**config.mk**
```make
export PLATFORM = sky130hd
export DESIGN_NAME = mux_wr_pipe
export DESIGN_NICKNAME = d
export VERILOG_FILES = /design/src/rtl/mux_wr_pipe.sv
export SDC_FILE = /design/constraint.sdc
export NUM_CORES = 1
export LEC_CHECK = 0
export ABC_AREA = 1
export ABC_CLOCK_PERIOD_IN_PS = 2400
export CAP_MARGIN = 10
export CORE_MARGIN = 4
export CORE_UTILIZATION = 48
export DETAILED_ROUTE_END_ITERATION = 8
export PLACE_DENSITY = 0.75
export SYNTH_ARGS = -nofsm -noshare
export SYNTH_HDL_FRONTEND = slang
export SYNTH_SLANG_ARGS = --single-unit
```
**constraint.sdc**
```tcl
create_clock -name clk -period 2.4 [get_ports clk]
set_input_delay 0.72 -clock clk [delete_from_list [all_inputs] [get_ports clk]]
set_output_delay 0.72 -clock clk [all_outputs]
set_load 0.01 [all_outputs]
```
**src/rtl/mux_wr_pipe.sv**
```systemverilog
// Write-register destination mux feeding a DEPTH-stage destination pipeline with RAW hazard detection.
// Optional saturating hazard counter on port hazard_cnt when MUX_WR_HAZARD_CNT_EN is defined.
module mux_wr_pipe #(
    parameter int unsigned           ADDR_W  = 5,
    parameter int unsigned           DEPTH   = 3,
    parameter logic [ADDR_W-1:0]     SP_ADDR = ADDR_W'(29),
    parameter logic [ADDR_W-1:0]     RA_ADDR = ADDR_W'(31)
) (
    input  logic              clk,
    input  logic              reset,
    input  logic [1:0]        Selector,
    input  logic [ADDR_W-1:0] rt_in,
    input  logic [ADDR_W-1:0] rd_in,
    input  logic              in_valid,
    input  logic              we_in,
    input  logic              stall,
    input  logic              flush,
    input  logic [ADDR_W-1:0] rs_q,
    input  logic [ADDR_W-1:0] rt_q,
    output logic [ADDR_W-1:0] sel_addr,
    output logic              wb_valid,
    output logic              wb_we,
    output logic [ADDR_W-1:0] wb_addr,
    output logic              hazard_rs,
    output logic              hazard_rt
`ifdef MUX_WR_HAZARD_CNT_EN
    ,
    output logic [15:0]       hazard_cnt
`endif
);

    logic [DEPTH-1:0]  r_v;
    logic [DEPTH-1:0]  r_we;
    logic [ADDR_W-1:0] r_addr [DEPTH];
    logic              w_cap_we;
    logic              w_hz_rs;
    logic              w_hz_rt;

    always_comb begin
        case (Selector)
            2'b00:   sel_addr = rt_in;
            2'b01:   sel_addr = SP_ADDR;
            2'b10:   sel_addr = RA_ADDR;
            default: sel_addr = rd_in;
        endcase
    end

    // Register 0 is hard-wired, so a write to it never reaches the bank.
    assign w_cap_we = we_in & (sel_addr != '0);

    always_ff @(posedge clk or negedge reset) begin
        if (!reset) begin
            r_v  <= '0;
            r_we <= '0;
            for (int unsigned i = 0; i < DEPTH; i++) begin
                r_addr[i] <= '0;
            end
        end else if (flush) begin
            r_v  <= '0;
            r_we <= '0;
        end else if (!stall) begin
            r_v[0]  <= in_valid;
            r_we[0] <= in_valid & w_cap_we;
            if (in_valid) begin
                r_addr[0] <= sel_addr;
            end
            for (int unsigned i = 1; i < DEPTH; i++) begin
                r_v[i]    <= r_v[i-1];
                r_we[i]   <= r_we[i-1];
                r_addr[i] <= r_addr[i-1];
            end
        end
    end

    assign wb_valid = r_v[DEPTH-1];
    assign wb_addr  = r_addr[DEPTH-1];
    // Gated by stall so a held last-stage entry writes the bank only once.
    assign wb_we    = r_v[DEPTH-1] & r_we[DEPTH-1] & ~stall;

    always_comb begin
        w_hz_rs = 1'b0;
        w_hz_rt = 1'b0;
        for (int unsigned i = 0; i < DEPTH; i++) begin
            if (r_v[i] && r_we[i] && (r_addr[i] == rs_q)) begin
                w_hz_rs = 1'b1;
            end
            if (r_v[i] && r_we[i] && (r_addr[i] == rt_q)) begin
                w_hz_rt = 1'b1;
            end
        end
        hazard_rs = w_hz_rs & (rs_q != '0);
        hazard_rt = w_hz_rt & (rt_q != '0);
    end

`ifdef MUX_WR_HAZARD_CNT_EN
    logic [15:0] r_hz_cnt;

    always_ff @(posedge clk or negedge reset) begin
        if (!reset) begin
            r_hz_cnt <= '0;
        end else if ((hazard_rs | hazard_rt) && !stall && (r_hz_cnt != '1)) begin
            r_hz_cnt <= r_hz_cnt + 16'd1;
        end
    end

    assign hazard_cnt = r_hz_cnt;
`endif

endmodule
```
==> metrics.md <==
| Metric | Value |
|---|---|
| Initial antenna violation count | `0` |
| Final Cycle Share | `0.990` |
| Syn Area/Cell | `5.92 sq um` |
| Clk root buf | `clkbuf_4` |
| Psw | `0.000407 W` |
| Worst hold slack | `0.503 ns` |
| Largest net degree at the start of global routing | `22` |
| Clock skew | `0.00996 ns` |
| Min cycle time layout | `2.38 ns` |
| CTS buffer count | `3` |
| Nets | `371` |
| DR WL/cell | `11.0 microns` |
| Via-per-instance ratio | `4.61` |
| Max clock buf depth | `2` |
| Maximum clock rate | `421 MHz` |
| Vias in the first global route | `1666` |
| Static Leakage | `1.26 nW` |
| Core area | `0.00308 sq mm` |
| Hold Path Class | `reg2reg` |
| Number of detailed-route iterations in the first pass | `4` |
| Max Slew Vio Count | `0` |
| H-tree depth | `1` |
| Worst stage delay on the critical path | `0.19 ns` |
| RSZ-0062 raised after global routing | `true` |
| Placed Cells | `361` |
| Setup-failing EPs final | `0` |
| Relative slew margins | `0.804` |
| Die Wd | `65.2 microns` |
| Least-Margin Pin Slew | `0.293 ns` |
| CTS tree | `built` |
| CTS Sinks | `21` |
| Synth-to-layout area growth | `44.8%` |
| Hpwl dp | `3100 microns` |
| Worst Path Max Fanout | `3` |
| Mapped Nets | `296` |
| DR iter-0 viols | `82` |
| Final std cells w/o fill | `383` |
| Count of cell types in the netlist | `20` |
| GRT Total Usage | `0.214` |
| FP Rows | `20` |
| DRC errors left | `0` |
| First-pass GRT wire length | `7070 microns` |
| Pwr/cell area | `486 mW/mm^2` |
| Startpoint types | `input pin` |
| Total internal power | `0.000698 W` |
| Sequential element share of the synthesized area | `0.335` |
| Switching Fraction | `0.368` |
| IO Pins | `42` |
| Reg clk slew, reported paths | `0.13 ns` |
| Max IR drop VDD | `0.295 mV` |
| Yosys Warn Count | `0` |
| Critical Path Slowest Stage Cell | `ha_4` |
| Sequential power share | `0.425` |
| CP required | `1.68 ns` |
| Max Cap Viol | `0` |
| Die Ht | `65.2 microns` |
| Area of the die | `0.00425 sq mm` |
| Post-Syn Area | `0.00157 sq mm` |
| Starting density of the core | `0.510` |
| Final hold violation count | `0` |
| Antenna viol nets, final | `0` |
| GPL Wtd Cong | `0.861` |
| Final WL | `4200 microns` |
| Top delay family on crit path | `buffers and inverters` |
| WS Path Type | `in2out` |
| Overflow after GRT | `0` |
| Clock power frac | `0.165` |
| Via Count | `1767` |
| Worst setup EP type | `output port` |
| Synth Instances | `265` |
| FF+latch count, synth | `21` |
| Share of layout cells above drive strength 1 | `0.236` |
| Buf/Inv on CP | `5` |
| Port bufs | `41` |
| Logic pwr share | `0.410` |
| Hold_buf cts | `0` |
| CP cell instances | `buf_4 -> inv_2 -> ha_4 -> nor2_4 -> buf_6 -> nand2_1 -> o21ai_2 -> inv_1 -> buf_2` |
| # diodes | `0` |
| Status | `completed` |
| Arr. time, crit path | `1.66 ns` |
| Clock Latency Late Sink | `0.32 ns` |
-- final cells by class --
class / count / area [sq um]
clock inverters: 1 / 7.51
well taps: 44 / 55.1
fillers: 273 / 806
flip-flops and latches: 21 / 526
multi-input cells: 192 / 876
inverters: 44 / 168
repair buffers: 78 / 618
clock buffers: 3 / 22.5
-- state kept, by name, summed over array words and instances (netlist names) --
| register | flops |
|---|---|
| wb_addr | 5 |
| r_we | 3 |
| r_addr | 10 |
| r_v | 3 |
-- synthesized netlist by cell type (all sizes together) --
| library cell | count | share of area |
|---|---|---|
| nand2 | 116 | 0.28 |
| or2 | 2 | 0.0080 |
| buf | 7 | 0.030 |
| o21ai | 26 | 0.083 |
| clkbuf | 1 | 0.0024 |
| o22ai | 1 | 0.0040 |
| nor2 | 30 | 0.080 |
| nor3 | 2 | 0.0064 |
| dfrtp | 21 | 0.33 |
| nand3 | 12 | 0.041 |
| ha | 3 | 0.024 |
| inv | 44 | 0.11 |
-- per-layer routing --
| layer | GRT usage | up-vias | share of wire |
|---|---|---|---|
| li1 | - | 941 | - |
| met1 | 0.264 | 777 | 0.44 |
| met2 | 0.377 | 44 | 0.50 |
| met3 | 0.0393 | 5 | 0.051 |
| met4 | 0.0622 | 0 | 0.013 |
| met5 | 0 | - | 0 |
-- power groups by stage --
stage / combinational [W] / clock (W) / sequential (W)
final: 0.000454 / 0.000182 / 0.000470
after global routing: 0.000509 / 0.000208 / 0.000481
after CTS: 0.000443 / 0.000188 / 0.000469
after detailed placement: 0.000398 / 0 / 0.000476
after global placement: 0.000392 / 0 / 0.000475
after floorplan: 0.000240 / 0 / 0.000457
-- repair_timing --
action                                  in CTS  in global routing
buffers inserted                            17                  1
pin swaps                                    7                  9
endpoints found under the setup margin       8                  8
gates resized for setup                     69                 23
-- stage by stage --
step	TNS, ns	total power [W]	cell area [sq um]	utilization	worst slack, ns
final	0	0.00111	2270	0.738	0.0236
after global routing	-0.0293	0.00120	2270	0.738	-0.0148
after CTS	0	0.00110	2300	0.746	0.000502
after detailed placement	-5.06	0.000873	2130	0.691	-0.770
after global placement	-4.88	0.000867	2130	0.691	-0.715
after floorplan	0	0.000697	1570	-	0.207
-- worst paths after layout --
kind / from / slack, ns / cells after the start / to
worst max-delay path: Selector[1] / 0.02 / 9 / sel_addr[2]
worst min-delay path: r_we[2]$_DFFE_PN0P_ / 0.50 / 2 / r_we[2]$_DFFE_PN0P_
worst max register to register: r_addr[9]$_DFFE_PN0P_ / 1.62 / 2 / r_addr[9]$_DFFE_PN0P_
worst min register to register: r_we[2]$_DFFE_PN0P_ / 0.50 / 2 / r_we[2]$_DFFE_PN0P_
max in group asynchronous: reset / 1.43 / 2 / wb_addr[1]$_DFFE_PN0P_
min in group asynchronous: reset / 0.74 / 2 / r_we[2]$_DFFE_PN0P_
-- worst reg2reg max path, cell delays in order (launching register included) --
cell	delay, ns
dfrtp_1	0.45
inv_1	0.08
o21ai_0	0.18
-- cells by family after synthesis --
group                    count (synthesis)  share of synthesized area
AO/OA/AOI/OAI                           27                     0.0869
AND/OR/NAND/NOR                        162                      0.416
flip-flops                              21                      0.335
adder cells (fa/ha/maj)                  3                     0.0239
buffers and inverters                   52                      0.138
-- cell usage in the layout (no fill, tap or decap), drive strengths merged --
cell and n:
nand3 12, clkinvlp 1, nor3 2, inv 44, ha 3, o21ai 26
or2 2, o22ai 1, buf 46, nor2 30, clkdlybuf4s50 21, dlygate4sd2 1
dfrtp 21, nand2 116, clkbuf 13
No activity file was read; power rests on OpenSTA's default activity.
